[src/rtl/fir_decim_out_if.sv]
// Sample handshake bundle for the FIR decimator output stage:
// input sample qualifier/data and the valid/ready output side.
interface fir_decim_out_if #(
    parameter int IN_W  = 16,
    parameter int OUT_W = 8
);
    logic                    in_valid;
    logic signed [IN_W-1:0]  in_data;
    logic                    out_valid;
    logic                    out_ready;
    logic signed [OUT_W-1:0] out_data;

    modport master (
        output in_valid,
        output in_data,
        output out_ready,
        input  out_valid,
        input  out_data
    );

    modport slave (
        input  in_valid,
        input  in_data,
        input  out_ready,
        output out_valid,
        output out_data
    );
endinterface

[src/rtl/fir_decim_out.sv]
// FIR output stage: decimate, round/shift/saturate, and buffer
// samples in a show-ahead FIFO with sticky saturation/overflow flags.
module fir_decim_out #(
    parameter int IN_W  = 16,
    parameter int OUT_W = 8,
    parameter int SHIFT = 7,
    parameter int DECIM = 4,
    parameter int DEPTH = 4
) (
    input  logic           clk,
    input  logic           rst,
    fir_decim_out_if.slave bus,
    input  logic           clr_flags,
    output logic           sat_flag,
    output logic           ovf_flag
);
    localparam int PW = (DECIM > 1) ? $clog2(DECIM) : 1;
    localparam int AW = $clog2(DEPTH);

    localparam logic [PW-1:0] PH_LAST = PW'(DECIM - 1);
    localparam logic [AW:0]   FULL    = (AW + 1)'(DEPTH);

    localparam logic signed [IN_W:0] RND =
        (IN_W + 1)'(1 << (SHIFT - 1));
    localparam logic signed [IN_W:0] QMAX =
        (IN_W + 1)'((1 << (OUT_W - 1)) - 1);
    localparam logic signed [IN_W:0] QMIN =
        (IN_W + 1)'(-(1 << (OUT_W - 1)));

    logic [PW-1:0]           phase;
    logic                    keep;
    logic signed [IN_W:0]    sum;
    logic signed [IN_W:0]    q;
    logic signed [OUT_W-1:0] sat_val;
    logic                    sat_ev;

    logic                    st_valid;
    logic signed [OUT_W-1:0] st_data;

    logic signed [OUT_W-1:0] mem [DEPTH];
    logic [AW-1:0]           wr_ptr;
    logic [AW-1:0]           rd_ptr;
    logic [AW:0]             count;
    logic                    empty;
    logic                    full;
    logic                    pop;
    logic                    wr_en;
    logic                    drop;

    always_comb begin
        keep    = bus.in_valid && (phase == '0);
        sum     = {bus.in_data[IN_W-1], bus.in_data} + RND;
        q       = sum >>> SHIFT;
        sat_val = q[OUT_W-1:0];
        sat_ev  = 1'b0;
        if (q > QMAX) begin
            sat_val = QMAX[OUT_W-1:0];
            sat_ev  = keep;
        end else if (q < QMIN) begin
            sat_val = QMIN[OUT_W-1:0];
            sat_ev  = keep;
        end
    end

    always_ff @(posedge clk or posedge rst) begin
        if (rst) begin
            phase <= '0;
        end else if (bus.in_valid) begin
            phase <= (phase == PH_LAST) ? '0 : phase + 1'b1;
        end
    end

    always_ff @(posedge clk or posedge rst) begin
        if (rst) begin
            st_valid <= 1'b0;
            st_data  <= '0;
        end else begin
            st_valid <= keep;
            if (keep) begin
                st_data <= sat_val;
            end
        end
    end

    // A full FIFO still accepts a push when the head leaves the same cycle.
    always_comb begin
        empty = (count == '0);
        full  = (count == FULL);
        pop   = !empty && bus.out_ready;
        wr_en = st_valid && (!full || pop);
        drop  = st_valid && full && !pop;
    end

    always_ff @(posedge clk) begin
        if (wr_en) begin
            mem[wr_ptr] <= st_data;
        end
    end

    always_ff @(posedge clk or posedge rst) begin
        if (rst) begin
            wr_ptr <= '0;
            rd_ptr <= '0;
            count  <= '0;
        end else begin
            if (wr_en) begin
                wr_ptr <= wr_ptr + 1'b1;
            end
            if (pop) begin
                rd_ptr <= rd_ptr + 1'b1;
            end
            unique case ({wr_en, pop})
                2'b10:   count <= count + 1'b1;
                2'b01:   count <= count - 1'b1;
                default: count <= count;
            endcase
        end
    end

    always_ff @(posedge clk or posedge rst) begin
        if (rst) begin
            sat_flag <= 1'b0;
            ovf_flag <= 1'b0;
        end else begin
            if (sat_ev) begin
                sat_flag <= 1'b1;
            end else if (clr_flags) begin
                sat_flag <= 1'b0;
            end
            if (drop) begin
                ovf_flag <= 1'b1;
            end else if (clr_flags) begin
                ovf_flag <= 1'b0;
            end
        end
    end

    assign bus.out_valid = !empty;
    assign bus.out_data  = empty ? '0 : mem[rd_ptr];
endmodule

[src/flat_wrapper.sv]
// flat-port wrapper written by rule: the top's interface ports become plain ports
module fir_decim_out_flat 
#(
    parameter int IN_W  = 16,
    parameter int OUT_W = 8,
    parameter int SHIFT = 7,
    parameter int DECIM = 4,
    parameter int DEPTH = 4
)
  (clk, rst, clr_flags, sat_flag, ovf_flag, bus_in_valid, bus_in_data, bus_out_ready, bus_out_valid, bus_out_data);
  fir_decim_out_if #(.IN_W(IN_W), .OUT_W(OUT_W)) bus_i ();
  input  logic clk;
  input  logic rst;
  input  logic clr_flags;
  output logic sat_flag;
  output logic ovf_flag;
  input wire logic [$bits(bus_i.in_valid)-1:0] bus_in_valid;
  input wire logic [$bits(bus_i.in_data)-1:0] bus_in_data;
  input wire logic [$bits(bus_i.out_ready)-1:0] bus_out_ready;
  output wire logic [$bits(bus_i.out_valid)-1:0] bus_out_valid;
  output wire logic [$bits(bus_i.out_data)-1:0] bus_out_data;
  assign bus_i.in_valid = bus_in_valid;
  assign bus_i.in_data = bus_in_data;
  assign bus_i.out_ready = bus_out_ready;
  assign bus_out_valid = bus_i.out_valid;
  assign bus_out_data = bus_i.out_data;
  fir_decim_out #(.IN_W(IN_W), .OUT_W(OUT_W), .SHIFT(SHIFT), .DECIM(DECIM), .DEPTH(DEPTH)) u_core (.clk(clk), .rst(rst), .bus(bus_i), .clr_flags(clr_flags), .sat_flag(sat_flag), .ovf_flag(ovf_flag));
endmodule
[config.mk]
export PLATFORM = sky130hd
export DESIGN_NAME = fir_decim_out_flat
export DESIGN_NICKNAME = d
export VERILOG_FILES = /design/src/rtl/fir_decim_out_if.sv /design/src/rtl/fir_decim_out.sv /design/src/flat_wrapper.sv
export SDC_FILE = /design/constraint.sdc
export NUM_CORES = 1
export LEC_CHECK = 0
export BUFFER_PORTS_ARGS = -buffer_cell sky130_fd_sc_hd__buf_4
export CAP_MARGIN = 25
export CORE_AREA = 2 2 94 96
export CTS_CLUSTER_DIAMETER = 50
export DETAILED_ROUTE_END_ITERATION = 12
export DIE_AREA = 0 0 96 98
export GPL_TIMING_DRIVEN = 0
export SKIP_CTS_REPAIR_TIMING = 1
export SLEW_MARGIN = 10
export SYNTH_ARGS = -nofsm -noshare
export SYNTH_HDL_FRONTEND = slang
export SYNTH_SLANG_ARGS = --single-unit
[constraint.sdc]
create_clock -name clk -period 2.75 [get_ports clk]
set_input_delay 0.1375 -clock clk [delete_from_list [all_inputs] [get_ports clk]]
set_output_delay 0.1375 -clock clk [all_outputs]
set_load 0.05 [all_outputs]
---- Word-level counts from Yosys, hierarchy flattened ----
Memory sizes are Yosys's and may differ from the RTL's.
Cells that the tools add are included.
Widths: inputs -> output; s select.
word-level totals
  memories ................................ 1
  input bits .............................. 21
  RAM bits ................................ 32
  register bits after elaboration ......... 20
memories
  name        depth  bits a word  rd ports  clocked after Yosys merged registers in  write ports  RTL line             RTL
  u_core.mem  4      8            1         0                                        1            fir_decim_out.sv:40  logic signed [OUT_W-1:0] mem [DEPTH];
cells by class
  reduce and logical (&&, ||, !) cells .... 14
  muxes and demuxes ....................... 12
  $lt $le $gt $ge ......................... 2
  $add $sub $neg .......................... 6
  equality and inequality tests ........... 4
operators with widths
  operator               number
  $mux 8                 3
  $add 16x8->17 const B  1
  $gt 10x8->1 const B    1
  $lt 10x8->1 const B    1
  $mux 1                 7
  $add 2x1->2 const B    3
  $pmux 3 s2             1
  $reduce_bool 2->1      3
  $logic_and 1x1->1      5
  $eq 2x2->1 const B     2
  $add 3x1->3 const B    1
  $eq 3x3->1 const B     1
  $logic_not 1->1        3
  $logic_not 3->1        1
  $sub 3x1->3 const B    1
  $eq 2x1->1 const B     1
  $logic_not 2->1        1
  $mux 2                 1
  $logic_or 1x1->1       1

---- Depth between registers and ports, before layout ----
  depth after elaboration ................. 7
  gate-level depth with buffers ........... 10
  gate-level depth less buffers ........... 9

---- Least setup slack after synthesis ----
Ideal clock, no wire load.
  path type ............................... register to register
  from .................................... register u_core.count[0]
  to ...................................... register u_core.count[2]
  stages on the path, launching flop included .. 11
  clock period less this slack ............ 2083 ps
  path slack .............................. 667 ps
  setup time .............................. 79 ps
  buffers on the path ..................... 1
  arrival time ............................ 2004 ps
  cells stage by stage .................... dfrtp_1 -> nor4b_1 -> nor2b_1 -> clkbuf_1 -> inv_1 -> ha_1 -> inv_1 -> fa_1 -> xor2_1 -> nor2_1 -> xor2_1
on the way
  cells in the longest elaborated chain, start to end .. 7
ends and longest elaborated chain
  what                                             RTL line              RTL
  start, declared                                  fir_decim_out.sv:43   logic [AW:0] count;
  start signal, assigned                           fir_decim_out.sv:113  2'b10: count <= count + 1'b1;
  start signal, assigned                           fir_decim_out.sv:114  2'b01: count <= count - 1'b1;
  start signal, assigned                           fir_decim_out.sv:115  default: count <= count;
  $logic_not 3->1                                  fir_decim_out.sv:87   empty = (count == '0);
  $logic_not 1->1                                  fir_decim_out.sv:89   pop = !empty && bus.out_ready;
  $logic_and 1x1->1                                fir_decim_out.sv:89
  $logic_or 1x1->1                                 fir_decim_out.sv:90   wr_en = st_valid && (!full || pop);
  $logic_and 1x1->1                                fir_decim_out.sv:90
  $eq 2x1->1 or $eq 2x2->1 (tied branches)         fir_decim_out.sv:112  unique case ({wr_en, pop})
  $pmux 3 s2 or $reduce_bool 2->1 (tied branches)  n/a
Several ways; a longest one is shown, not always the timed one.
A chain may end at the register's enable or synchronous reset.

---- Worst setup path after layout ----
Same ends and word-level chain as after synthesis.

==> out/results.ini <==
[power_and_ir_drop]
p_leak_nw = 1.08
power_mw = 2.92
ir_worst_vdd_uv = 395
power_density_nw_per_um2 = 1010

[setup_path]
worstSetupEndpointType = register
worstSetupPathType = reg -> reg
required_ps = 2980
cp-start-kind = register
crit_fanout = 8
cp.arrival_ps = 2640

[placement]
dp_hpwl_mm = 2.96
place.gp.congestion = 0.702
io_buffers = 24
numPlacedInstances = 313

[routing]
drt_iter0_markers = 78
vias_per_cell = 4.44
remaining_drc_errors = 0
drtPass1Iterations = 4
postRouteAntennaNets = 0
wl_mm = 4.06
via_count = 1426
avgRoutedWirePerCell_microns = 12.6

[logic_synthesis]
netlist_top_cells_area = edfxtp_1 39%, dfrtp_1 20%, mux4_2 7.3%
synth_top_cell_area_share_pct = 39.0
yosys.area.top_type = edfxtp_1
synth.avg_cell_area_sq_um = 13.6
synth_edf_count = 32
synth.distinct_cells = 41
yosysWarnings = 0
synth_area_sq_um = 2470
synth_flop_cell = edfxtp_1
syn-num-nets = 211
syn_inst = 181
synth_seq_cells = 52
synthArstFlopShare_pct = 38.5
seq_area_frac_synth_pct = 59.3

[global_routing]
use_met3_pct = 2.78
grtUsageMet2_pct = 14.7
grt_pass1_vias = 1436
overflow = 0
grt_max_degree = 21
busiest_layer = met2
grtUsageMet1_pct = 13.6
grtUsageTotal_pct = 9.65
antenna_found_initial = 0
grt_first_pass_wirelength_mm = 7.06

[layout]
syn_to_final_growth_pct = 16.7
drive_above_1_share_pct = 23.9
diodes = 0
stdcell_count = 321
fillers = 821
nets = 242

[floorplanning]
die_x_microns = 96
core-area_sq_um = 8470
initial_core_util_pct = 29.1
die_y_microns = 98
pin_count = 32
rows = 34
dieArea_sq_um = 9410

[timing]
fmax_mhz = 415
min_period_ps = 2410
tightest_slew_ps = 774
holdWs_ps = -28.6
finalCritPeriodShare_pct = 87.7
finalSetupViolations = 0
relSlewSlack_pct = 48.3
finalSetupTns_ps = 0
rsz0062_at_grt = false
drv_slew = 0
hold_violations = 20
clock_skew_ps = 8.92

[outcome]
status = finished, violations left
violations = negative hold slack

[min_path]
hp-class = in -> async

[clock_tree]
tritoncts = built
htreeDepth = 2
clk_pin_slew_worst_paths_ps = 100
cts_buffers = 5
clock_sinks = 52
root_buffer = clkbuf_8
clk_latency_ps = 300
cts_buffer_depth = 2

[flow_run]
maxCapViolations = 0

logic make-up after synthesis:
family / Yosys count / share of synthesized area (%)
adders and majority gates: 9 / 4.87
xor gates and xnor gates: 9 / 3.20
buffers and inverters: 21 / 3.75
muxes: 8 / 7.31
AOI/OAI and AO/OA: 35 / 10.5
and+or+nand+nor: 47 / 11.1
DFF: 52 / 59.3
worst max-delay path: stages, from the launching register on:
cell and delay, ps:
dfrtp_1 430, nor4b_1 490, nor2b_1 90, clkbuf_1 200
inv_1 90, ha_1 170, inv_1 60, fa_1 370
xor2_1 150, nor2_1 140, xor2_1 150
routing by layer:
| metal | vias up | share of wire, % | wire (microns) |
|---|---|---|---|
| met3 | 5 | 4.8 | 193 |
| met4 | 0 | 0.89 | 36 |
| met5 | - | 0 | 0 |
| met2 | 27 | 46 | 1850 |
| met1 | 670 | 49 | 1980 |
| li1 | 724 | - | - |
cells in the final DEF, fill, tap and decap left out, types with 5 or more instances in the layout:
master    netlist  final
edfxtp_1       32     32
buf_4           1     25
dfrtp_1        20     20
and2_1         14     14
inv_1          13     13
nand2_1        10     10
o21ai_0         8      8
mux4_2          8      8
ha_1            8      8
o22a_1          7      7
nand3_1         6      6
xor2_1          5      5
a21oi_1         5      5
clkbuf_8        0      5
synthesized netlist by cell type, drive strengths merged (5+ instances only):
library cell and n:
a21oi 5, and2 14, dfrtp 20, edfxtp 32
ha 8, inv 14, mux4 8, nand2 11
nand3 6, o21ai 9, o22a 7, xor2 5
registers in the layout, indices dropped and copies added, names as in the netlist:
signal and count:
u_core.mem 32, u_core.st_data 8, u_core.count 3, u_core.phase 2
u_core.rd_ptr 2, u_core.wr_ptr 2, u_core.ovf_flag 1, u_core.sat_flag 1
u_core.st_valid 1
stage by stage:
step	setup slack (ps)	cell area (sq um)	util [%]	hold slack, ps
6_report	339	2880	34.0	-28.6
5_1_grt	104	2880	34.0	19.4
4_1_cts	338	2880	34.0	9.33
3_5_place_dp	352	2780	32.9	349
3_3_place_gp	410	2780	32.9	330
2_1_floorplan	667	2470	-	101
path summary, 6_finish.rpt:
check                                start                 to  slack (ps)  depth (start not counted)
max                        u_core.count[0]    u_core.count[2]         340                         10
min                                    rst    u_core.count[0]         -30                          2
max reg2reg                u_core.count[0]    u_core.count[2]         340                         10
min reg2reg                u_core.count[2]    u_core.count[2]         490                          1
max in group asynchronous              rst  u_core.st_data[1]        2290                          2
min in group clk                 clr_flags    u_core.sat_flag          40                          2
where the power goes:
group	internal, mW	total, mW	switching, mW	leakage, nW
Combinational	0.492	1.24	0.748	0.511
Clock	0.187	0.445	0.258	0.0463
Sequential	1.10	1.23	0.139	0.524
Total	1.78	2.92	1.14	1.08
area by class of cell:
class                           instances  area, sq um  area share, %
Timing Repair Buffer                   24          180           6.26
Buffer                                  7         40.0           1.39
Clock buffer                            5         68.8           2.39
Tap cell                              108          135           4.70
Multi-Input combinational cell        108          912           31.7
Clock inverter                          3         27.5          0.957
Inverter                               14         52.6           1.83
Sequential cell                        52         1460           50.8
No activity file was read; power rests on OpenSTA's default activity.
